$ cat src/rtl/fft_pkg.sv
// Shared types and helpers for the radix-2 FFT datapath and its controllers.
package fft_pkg;

    typedef enum logic [1:0] {
        IDLE  = 2'd0,
        ISSUE = 2'd1,
        DRAIN = 2'd2,
        DONE  = 2'd3
    } fft_state_e;

    // Complex sample word: [31:16] real, [15:0] imag, both signed Q5.10.
    typedef struct packed {
        logic signed [15:0] re;
        logic signed [15:0] im;
    } cplx_t;

    function automatic int wb_delay(input int ram_latency, input int bfly_latency);
        return ram_latency + bfly_latency;
    endfunction

endpackage

$ cat src/rtl/fft_addr_delay.sv
// Fixed-depth shift register carrying {valid, addr_a, addr_b} from issue to write-back.
module fft_addr_delay #(
    parameter int DEPTH = 4,
    parameter int AW    = 3
) (
    input  logic          Clk,
    input  logic          Rst,
    input  logic          issue_valid,
    input  logic [AW-1:0] issue_addr_a,
    input  logic [AW-1:0] issue_addr_b,
    output logic          wb_valid,
    output logic [AW-1:0] wb_addr_a,
    output logic [AW-1:0] wb_addr_b
);

    logic [2*AW:0] pipe [DEPTH];

    always_ff @(posedge Clk or posedge Rst) begin
        if (Rst) begin
            for (int i = 0; i < DEPTH; i++) pipe[i] <= '0;
        end else begin
            pipe[0] <= {issue_valid, issue_addr_a, issue_addr_b};
            for (int i = 1; i < DEPTH; i++) pipe[i] <= pipe[i-1];
        end
    end

    assign {wb_valid, wb_addr_a, wb_addr_b} = pipe[DEPTH-1];

endmodule

$ cat src/rtl/fft_bfly_scheduler.sv
// In-place radix-2 DIT butterfly scheduler: one butterfly per cycle, pipeline drained between stages.
//   state | meaning
//   IDLE  | waiting for start
//   ISSUE | one butterfly read per cycle, k = 0..N/2-1
//   DRAIN | WB_DELAY quiet cycles so the stage's writes land before the next stage reads
//   DONE  | one-cycle done pulse
module fft_bfly_scheduler
    import fft_pkg::*;
#(
    parameter int N_LOG2       = 3,
    parameter int BFLY_LATENCY = 3,
    parameter int RAM_LATENCY  = 1
) (
    input  logic                        Clk,
    input  logic                        Rst,
    input  logic                        start,
    output logic                        busy,
    output logic                        done,
    output logic                        rd_en,
    output logic [N_LOG2-1:0]           rd_addr_a,
    output logic [N_LOG2-1:0]           rd_addr_b,
    output logic [N_LOG2-2:0]           tw_addr,
    output logic                        wr_en,
    output logic [N_LOG2-1:0]           wr_addr_a,
    output logic [N_LOG2-1:0]           wr_addr_b,
    output logic [$clog2(N_LOG2)-1:0]   stage
);

    localparam int SW       = $clog2(N_LOG2);
    localparam int WB_DELAY = wb_delay(RAM_LATENCY, BFLY_LATENCY);
    localparam int CW       = $clog2(WB_DELAY + 1);

    localparam logic [N_LOG2-2:0] K_LAST = '1;
    localparam logic [N_LOG2-2:0] K_ONE  = (N_LOG2-1)'(1);
    localparam logic [SW-1:0]     S_LAST = SW'(N_LOG2 - 1);
    localparam logic [SW-1:0]     S_ONE  = SW'(1);
    localparam logic [CW-1:0]     D_LOAD = CW'(WB_DELAY - 1);
    localparam logic [CW-1:0]     D_ONE  = CW'(1);
    localparam logic [N_LOG2-1:0] A_ONE  = N_LOG2'(1);

    fft_state_e          state, state_nxt;
    logic [N_LOG2-2:0]   k, k_nxt;
    logic [SW-1:0]       stage_nxt;
    logic [CW-1:0]       drain_cnt, drain_cnt_nxt;

    logic [N_LOG2-1:0]   k_ext, half, mask, addr_a, addr_b;
    logic [N_LOG2-2:0]   tw_idx;

    always_ff @(posedge Clk or posedge Rst) begin
        if (Rst) begin
            state     <= IDLE;
            k         <= '0;
            stage     <= '0;
            drain_cnt <= '0;
        end else begin
            state     <= state_nxt;
            k         <= k_nxt;
            stage     <= stage_nxt;
            drain_cnt <= drain_cnt_nxt;
        end
    end

    always_comb begin
        state_nxt     = state;
        k_nxt         = k;
        stage_nxt     = stage;
        drain_cnt_nxt = drain_cnt;
        case (state)
            IDLE: begin
                if (start) begin
                    state_nxt = ISSUE;
                    k_nxt     = '0;
                    stage_nxt = '0;
                end
            end
            ISSUE: begin
                k_nxt = k + K_ONE;
                if (k == K_LAST) begin
                    state_nxt     = DRAIN;
                    k_nxt         = '0;
                    drain_cnt_nxt = D_LOAD;
                end
            end
            DRAIN: begin
                if (drain_cnt == '0) begin
                    if (stage != S_LAST) begin
                        stage_nxt = stage + S_ONE;
                        state_nxt = ISSUE;
                    end else begin
                        state_nxt = DONE;
                    end
                end else begin
                    drain_cnt_nxt = drain_cnt - D_ONE;
                end
            end
            DONE: begin
                state_nxt = IDLE;
                stage_nxt = '0;
            end
            default: state_nxt = IDLE;
        endcase
    end

    // Clearing the low s bits of k and shifting them up one place inserts the
    // wing-select bit, giving grp*2*half + pos without a multiplier.
    always_comb begin
        k_ext  = {1'b0, k};
        half   = A_ONE << stage;
        mask   = half - A_ONE;
        addr_a = ((k_ext & ~mask) << 1) | (k_ext & mask);
        addr_b = addr_a | half;
        tw_idx = (k & mask[N_LOG2-2:0]) << (S_LAST - stage);
    end

    assign rd_en     = (state == ISSUE);
    assign busy      = (state == ISSUE) || (state == DRAIN);
    assign done      = (state == DONE);
    assign rd_addr_a = rd_en ? addr_a : '0;
    assign rd_addr_b = rd_en ? addr_b : '0;
    assign tw_addr   = rd_en ? tw_idx : '0;

    fft_addr_delay #(
        .DEPTH (WB_DELAY),
        .AW    (N_LOG2)
    ) u_addr_delay (
        .Clk          (Clk),
        .Rst          (Rst),
        .issue_valid  (rd_en),
        .issue_addr_a (rd_addr_a),
        .issue_addr_b (rd_addr_b),
        .wb_valid     (wr_en),
        .wb_addr_a    (wr_addr_a),
        .wb_addr_b    (wr_addr_b)
    );

endmodule

$ cat config.mk
export PLATFORM = sky130hd
export DESIGN_NAME = fft_bfly_scheduler
export DESIGN_NICKNAME = d
export VERILOG_FILES = /design/src/rtl/fft_pkg.sv /design/src/rtl/fft_addr_delay.sv /design/src/rtl/fft_bfly_scheduler.sv
export SDC_FILE = /design/constraint.sdc
export NUM_CORES = 1
export LEC_CHECK = 0
export CORE_ASPECT_RATIO = 0.8
export CORE_UTILIZATION = 35
export DETAILED_ROUTE_END_ITERATION = 10
export GPL_TIMING_DRIVEN = 0
export PLACE_DENSITY = 0.57
export REMOVE_ABC_BUFFERS = 1
export SETUP_SLACK_MARGIN = 0.2
export SYNTH_ARGS = -nofsm -noshare
export SYNTH_HDL_FRONTEND = slang
export SYNTH_SLANG_ARGS = --single-unit
$ cat constraint.sdc
create_clock -name Clk -period 1.9 [get_ports Clk]
set_input_delay 0.19 -clock Clk [delete_from_list [all_inputs] [get_ports Clk]]
set_output_delay 0.19 -clock Clk [all_outputs]
set_load 0.1 [all_outputs]
==> impl_metrics.env, run 1 <==
export IMPL_layout_area_overhead_vs_synth_pct=50.0
export IMPL_slew_headroom_pct=36.9
export IMPL_num_io_pins=23
export IMPL_setup_viol=3
export IMPL_status="complete, but fails checks"
export IMPL_fin_ws_ps=-95.7
export IMPL_grt_overflow=0
export IMPL_min_period_ps=2000
export IMPL_antenna_found_initial=0
export IMPL_finalClockSkew_ps=4.16
export IMPL_root_buffer="clkbuf_8"
export IMPL_die_w_um=75.9
export IMPL_holdWs_ps=348
export IMPL_grt_pass1_wl_mm=4.44
export IMPL_drv_slew=0
export IMPL_startpoint_type="register"
export IMPL_yosysSeqAreaShare_pct=60.6
export IMPL_violations="setup timing"
export IMPL_ys_flop_type="dfrtp_1"
export IMPL_clock_sinks=37
export IMPL_synth_cell_types=39
export IMPL_grt_max_degree=38
export IMPL_syn_inst=119
export IMPL_cts_buffer_depth=2
export IMPL_cts_tree="done"
export IMPL_seq_area_um2=931
export IMPL_wl_per_cell_um=13.7
export IMPL_crit_path_end_kind="primary output"
export IMPL_ctsHoldBuffers=0
export IMPL_cts_buffers=5
export IMPL_via_per_inst=4.84
export IMPL_drt_first_iter_violations=38
export IMPL_drive_gt1_share_pct=50.0
export IMPL_fillers=335
export IMPL_postSynthAreaPerCell_um2=12.8
export IMPL_chipHeight_um=61.1
export IMPL_initial_core_util_pct=36.6
export IMPL_ctsHtreeMaxLevel=2
export IMPL_syn_area_um2=1530
export IMPL_fin_cells=223
export IMPL_hold_violations=0
export IMPL_ys_async_sr_fraction_pct=100
export IMPL_dieArea_um2=4630
export IMPL_dp_hpwl_mm=1.62
export IMPL_worstPathArrival_ps=1810
export IMPL_gp_congestion=0.699
export IMPL_dp_cells=188
export IMPL_rr_worst_depth=7
export IMPL_placed_cell_area_um2=1750
export IMPL_rows=21
export IMPL_fmax_mhz=501
export IMPL_ys_seq_elements=37
export IMPL_via_count=1079
export IMPL_rsz0062_at_grt="yes"
export IMPL_drc=0
export IMPL_cap_violations=0
export IMPL_clk_pin_slew_worst_paths_ps=70
export IMPL_whs_path_depth=0
export IMPL_multi_input_area_um2=634
export IMPL_synth_edff_count=0
export IMPL_antenna_left=0
export IMPL_clk_latency_ps=290
export IMPL_n_antenna_cell=0
export IMPL_final_cell_area_um2=2290
export IMPL_required_ps=1710
export IMPL_core_um2=4180
export IMPL_critPathKind="reg2out"
export IMPL_track_usage_pct=13.5
export IMPL_path_max_fanout=3
export IMPL_io_buffer_count=22
export IMPL_hold_class="reg2reg"
export IMPL_nNetsFinal=179
export IMPL_ys_warn_count=0
export IMPL_tightest_slew_ps=950
export IMPL_first_pass_iters=4
export IMPL_post_route_period_util_pct=105
export IMPL_grt_pass1_vias=953
export IMPL_routed_wl_mm=3.06
==> cell usage after synthesis, types with 2 or more instances <==
master,number,share of area (%)
dfrtp_1,37,61
ha_1,11,9.0
inv_1,8,2.0
nand2_1,7,1.7
buf_4,6,2.9
a21oi_1,4,1.3
nand3_1,4,1.3
o21ai_0,4,1.3
nor2_1,3,0.74
a31oi_1,2,0.82
and2b_1,2,0.98
buf_2,2,0.66
nand2b_1,2,0.82
o21ai_1,2,0.66
==> worst max-delay path, stage by stage, from the launching register on <==
cell      delay [ps]
dfrtp_2          440
inv_4            100
ha_4             180
xnor2_4          120
nand2_2          100
a21boi_2         210
a21o_1           180
buf_12           190
==> repair_timing <==
item | 4_1_cts | 5_1_grt
pin swaps | 6 | 10
resized for setup | 121 | 25
buffers inserted | 14 | 13
endpoints found under the setup margin | 27 | 16
==> cells in the final DEF (no fill, tap or decap), types with 4 or more instances in the layout <==
master	instances
nand2_1	5
buf_12	9
clkbuf_8	6
buf_4	25
ha_1	5
dfrtp_2	4
clkdlybuf4s15_1	4
inv_1	4
dfrtp_1	33
==> state kept, by name, indices dropped and copies added (netlist names) <==
register / flops
u_addr_delay.pipe: 21
drain_cnt: 3
u_addr_delay.wb_addr_a: 3
u_addr_delay.wb_addr_b: 3
k: 2
stage: 2
state: 2
u_addr_delay.wb_valid: 1
==> final cells by class <==
cell class / count / area share (%)
clock buffers: 6 / 3.60
well taps: 57 / 3.11
repair buffers: 49 / 22.7
clock inverters: 2 / 0.601
multi-input cells: 64 / 27.7
flip-flops and latches: 37 / 40.6
inverters: 8 / 1.64
==> final timing paths <==
check,slack [ps],start,endpoint
worst max-delay path,-100,stage[1],rd_addr_b[1]
worst min register to register,350,u_addr_delay.pipe[9],u_addr_delay.wb_addr_b[2]
max in group asynchronous,1020,Rst,stage[1]
worst min-delay path,350,u_addr_delay.pipe[9],u_addr_delay.wb_addr_b[2]
worst max register to register,120,state[0],state[1]
min in group asynchronous,360,Rst,u_addr_delay.pipe[27]
==> cells by family (layout without fill, tap and decap cells) <==
family	Yosys count	count (layout)	share of synthesized area, %
AO/OA/AOI/OAI	26	26	13.7
XOR/XNOR	1	1	0.573
adder cells (fa/ha/maj)	11	11	9.01
buffers and inverters	18	65	6.55
flip-flops	37	37	60.6
multiplexers	1	1	0.737
AND/OR/NAND/NOR	25	25	8.85
==> metrics by stage <==
| stage | utilization (%) | setup TNS (ps) | setup WS, ps |
|---|---|---|---|
| after CTS | 49.7 | -34.2 | -34.2 |
| after detailed placement | 41.9 | -7520 | -1040 |
| final | 54.8 | -154 | -95.7 |
| after global routing | 54.8 | -388 | -176 |
| after floorplan | - | -22330 | -3060 |
| after global placement | 41.9 | -7160 | -978 |
==> metal layers <==
layer	global-route usage [%]	routed length (um)	share of wire [%]
met5	0	0	0
met4	6.88	43	1.4
met3	4.42	122	4.0
met2	22.9	1570	51
met1	15.5	1330	43
Power of run 1 is not shown: default switching activity piles up to over one toggle a cycle in this logic, so the estimate is an artifact.
==> run 2: changes to the inputs <==
- ABC_CLOCK_PERIOD_IN_PS: default -> 2050
- clock period: 1.9 -> 2.05 ns (I/O delays scaled with it)
==> impl_metrics.env, run 2 (synthesized netlist as in run 1, its figures left out) <==
export IMPL_status="complete, no violations"
export IMPL_die_w_um=75.9
export IMPL_track_usage_pct=12.8
export IMPL_min_period_ps=1950
export IMPL_grt_overflow=0
export IMPL_largest_register_ffs=21
export IMPL_first_pass_iters=3
export IMPL_fmax_mhz=513
export IMPL_path_max_fanout=4
export IMPL_crit_path_end_kind="primary output"
export IMPL_routed_wl_mm=2.57
export IMPL_wl_per_cell_um=12.6
export IMPL_final_cell_mix="35 x dfrtp_1, 11 x buf_4, 8 x dlygate4sd2_1"
export IMPL_finalClockSkew_ps=4.40
export IMPL_startpoint="stage[0]"
export IMPL_cts_tree="done"
export IMPL_ctsHtreeMaxLevel=2
export IMPL_num_io_pins=23
export IMPL_layout_area_overhead_vs_synth_pct=31.0
export IMPL_rsz0062_at_grt="yes"
export IMPL_n_antenna_cell=0
export IMPL_worstReg2RegStart="state[1]"
export IMPL_nNetsFinal=161
export IMPL_via_count=986
export IMPL_regMostFlops="u_addr_delay.pipe"
export IMPL_rows=21
export IMPL_initial_core_util_pct=36.6
export IMPL_dieArea_um2=4630
export IMPL_setup_viol=0
export IMPL_hold_path_startpoint="u_addr_delay.pipe[9]"
export IMPL_slew_headroom_pct=36.7
export IMPL_gp_congestion=0.699
export IMPL_clock_sinks=37
export IMPL_clk_latency_ps=280
export IMPL_grt_pass1_wl_mm=4.13
export IMPL_chipHeight_um=61.1
export IMPL_dp_cells=188
export IMPL_hold_violations=0
export IMPL_core_um2=4180
export IMPL_clk_pin_slew_worst_paths_ps=70
export IMPL_grt_pass1_vias=906
export IMPL_antenna_left=0
export IMPL_worstPathArrival_ps=1740
export IMPL_fin_cells=205
export IMPL_hold_class="reg2reg"
export IMPL_critPathKind="reg2out"
export IMPL_cts_buffers=5
export IMPL_startpoint_type="register"
export IMPL_tightest_slew_ps=954
export IMPL_required_ps=1850
export IMPL_dp_hpwl_mm=1.62
export IMPL_drive_gt1_share_pct=33.1
export IMPL_fillers=386
export IMPL_final_common_cell="dfrtp_1"
export IMPL_critPathSlowestCell="dfrtp_2"
export IMPL_grt_max_degree=38
export IMPL_crit_path_cell_trace="inv_4 -> ha_4 -> xnor2_4 -> nand2_2 -> a21boi_2 -> a21o_1 -> buf_12"
export IMPL_via_per_inst=4.81
export IMPL_drv_slew=0
export IMPL_io_buffer_count=22
export IMPL_antenna_found_initial=0
export IMPL_cap_violations=0
export IMPL_drt_first_iter_violations=32
export IMPL_root_buffer="clkbuf_8"
export IMPL_post_route_period_util_pct=95.0
export IMPL_holdWs_ps=349
export IMPL_fin_ws_ps=102
export IMPL_cts_buffer_depth=2
export IMPL_place_ws_ps=-910
export IMPL_drc=0
export IMPL_max_stage_delay_ps=450
export IMPL_final_core_util_pct=47.9
==> run 2: critical path: cells and delay by family, from the launching register on <==
kind	cells	cell delay (ps)
xor+xnor	1	120
flops	1	450
fa+ha+maj	1	170
simple gates	1	90
buf+inv	2	270
compound gates	2	360
==> run 2: final timing paths <==
kind,cells after the start,end,slack [ps]
max,7,rd_addr_b[1],100
min,0,u_addr_delay.wb_addr_b[2],350
max reg2reg,7,drain_cnt[2],290
min reg2reg,0,u_addr_delay.wb_addr_b[2],350
max in group asynchronous,2,stage[0],1160
min in group asynchronous,2,u_addr_delay.wb_valid,370
==> run 2: routing by layer <==
layer	up-vias	GRT usage, %	routed length (um)
met3	7	4.42	106
met2	20	21.7	1250
met5	-	0	0
li1	459	-	-
met1	500	14.4	1170
met4	0	6.35	42
==> run 2: what timing repair did <==
action                     in CTS  in global routing
setup endpoints to repair      21                 10
cloned                          0                  0
pin swaps                       4                  2
gates resized for setup        99                  8
buffers inserted                9                  0
hold buffers                    0                  0
==> run 2: cell type report <==
| type | count | area, um2 | area share, % |
|---|---|---|---|
| timing repair buffer | 31 | 302 | 15.1 |
| sequential | 37 | 928 | 46.4 |
| multi-input combinational | 64 | 568 | 28.4 |
| clock inverter | 2 | 13.8 | 0.688 |
| inverter | 8 | 35.0 | 1.75 |
| tap | 57 | 71.3 | 3.56 |
| clock buffer | 6 | 82.6 | 4.13 |
==> run 2: per-stage QoR <==
step	setup TNS, ps	area (um2)
finish	0	2000
global route	0	2000
CTS	0	1980
detailed placement	-6020	1750
global placement	-5710	1750
floorplan	-19020	1460
Power of run 2 is left out for the same reason.
==> run 3: changes to the inputs <==
- CORE_ASPECT_RATIO: 0.8 -> default
==> impl_metrics.env, run 3 (synthesized netlist as in run 1, its figures left out) <==
export IMPL_cap_violations=0
export IMPL_grt_pass1_wl_mm=4.26
export IMPL_multi_input_area_um2=582
export IMPL_dieArea_um2=4630
export IMPL_nNetsFinal=162
export IMPL_first_pass_iters=4
export IMPL_crit_path_end="tw_addr[1]"
export IMPL_antenna_found_initial=0
export IMPL_layout_area_overhead_vs_synth_pct=32.3
export IMPL_dp_hpwl_mm=1.59
export IMPL_rsz0062_at_grt="yes"
export IMPL_routed_wl_mm=2.54
export IMPL_drt_first_iter_violations=48
export IMPL_hold_class="reg2reg"
export IMPL_track_usage_pct=13.1
export IMPL_clock_sinks=37
export IMPL_rows=23
export IMPL_n_antenna_cell=0
export IMPL_via_per_inst=4.92
export IMPL_required_ps=1850
export IMPL_grt_overflow=0
export IMPL_grt_max_degree=38
export IMPL_drive_gt1_share_pct=34.2
export IMPL_hold_violations=0
export IMPL_startpoint_type="register"
export IMPL_num_io_pins=23
export IMPL_post_route_period_util_pct=95.2
export IMPL_final_core_util_pct=49.4
export IMPL_fillers=360
export IMPL_largest_register_ffs=21
export IMPL_antenna_left=0
export IMPL_worstPathArrival_ps=1750
export IMPL_seq_area_um2=928
export IMPL_startpoint="stage[0]"
export IMPL_setup_tns_ps=0
export IMPL_crit_path_end_kind="primary output"
export IMPL_status="complete, no violations"
export IMPL_regMostFlops="u_addr_delay.pipe"
export IMPL_grt_pass1_vias=976
export IMPL_fmax_mhz=512
export IMPL_via_count=980
export IMPL_ctsHtreeMaxLevel=2
export IMPL_cts_buffers=5
export IMPL_drv_slew=0
export IMPL_root_buffer="clkbuf_8"
export IMPL_clk_pin_slew_worst_paths_ps=70
export IMPL_cts_buffer_depth=2
export IMPL_final_common_cell="dfrtp_1"
export IMPL_io_buffer_count=22
export IMPL_min_period_ps=1950
export IMPL_initial_core_util_pct=37.4
export IMPL_die_w_um=68.1
export IMPL_r2r_slack_ps=350
export IMPL_setup_viol=0
export IMPL_critPathKind="reg2out"
export IMPL_path_max_fanout=2
export IMPL_finalClockSkew_ps=6.22
export IMPL_cts_tree="done"
export IMPL_clk_latency_ps=290
export IMPL_drc=0
export IMPL_chipHeight_um=68.1
export IMPL_reg2reg_to="drain_cnt[2]"
export IMPL_core_um2=4090
export IMPL_final_cell_mix="35 x dfrtp_1, 10 x buf_4, 8 x dlygate4sd2_1"
export IMPL_tightest_slew_ps=949
export IMPL_wl_per_cell_um=12.8
export IMPL_gp_congestion=0.780
export IMPL_worstReg2RegStart="state[1]"
export IMPL_rr_worst_depth=6
export IMPL_slew_headroom_pct=37.0
## run 3: repair_timing
| item | in CTS | in global routing |
|---|---|---|
| endpoints found under the setup margin | 21 | 11 |
| gates resized for setup | 100 | 11 |
| gates cloned | 0 | 0 |
| buffers inserted | 6 | 4 |
| pin swaps | 4 | 3 |
| hold buffers | 0 | 0 |
## run 3: area by class of cell
type / count / area share (%)
clock buffer: 6 / 4.09
clock inverter: 2 / 0.681
inverter: 8 / 1.61
multi-input combinational: 64 / 28.8
sequential: 37 / 45.9
tap: 50 / 3.10
timing repair buffer: 32 / 15.8
## run 3: per-layer routing
layer	global-route usage, %	vias up	share of wire, %
li1	-	461	-
met1	14.1	493	43
met2	22.2	21	51
met3	5.00	5	3.6
met4	6.77	0	1.6
met5	0	-	0
## run 3: how the worst min path moves through the flow
stage,slack (ps),startpoint,end,depth (start not counted)
after global routing,360,u_addr_delay.pipe[17],u_addr_delay.pipe[10],0
after CTS,350,u_addr_delay.pipe[15],u_addr_delay.pipe[8],0
after detailed placement,330,u_addr_delay.pipe[26],u_addr_delay.pipe[19],0
after floorplan,330,u_addr_delay.pipe[17],u_addr_delay.pipe[10],0
after global placement,330,u_addr_delay.pipe[14],u_addr_delay.pipe[7],0
final,350,u_addr_delay.pipe[15],u_addr_delay.pipe[8],0
## run 3: through the flow
step / cells / setup WS (ps) / hold slack, ps / cell area (um2)
after floorplan: 109 / -2920 / 331 / 1460
after global placement: 181 / -872 / 331 / 1740
after detailed placement: 181 / -868 / 335 / 1740
after CTS: 195 / 64.5 / 352 / 1950
after global routing: 199 / 14.8 / 360 / 2020
final: 199 / 98.3 / 351 / 2020
## run 3: worst max-delay path: stages (launching register included)
cell and delay, ps:
dfrtp_1 400, buf_6 130, ha_4 170, xnor2_4 150, nand2_2 80, o21ai_1 150
and3_4 210, buf_12 170
Power of run 3 is left out for the same reason.
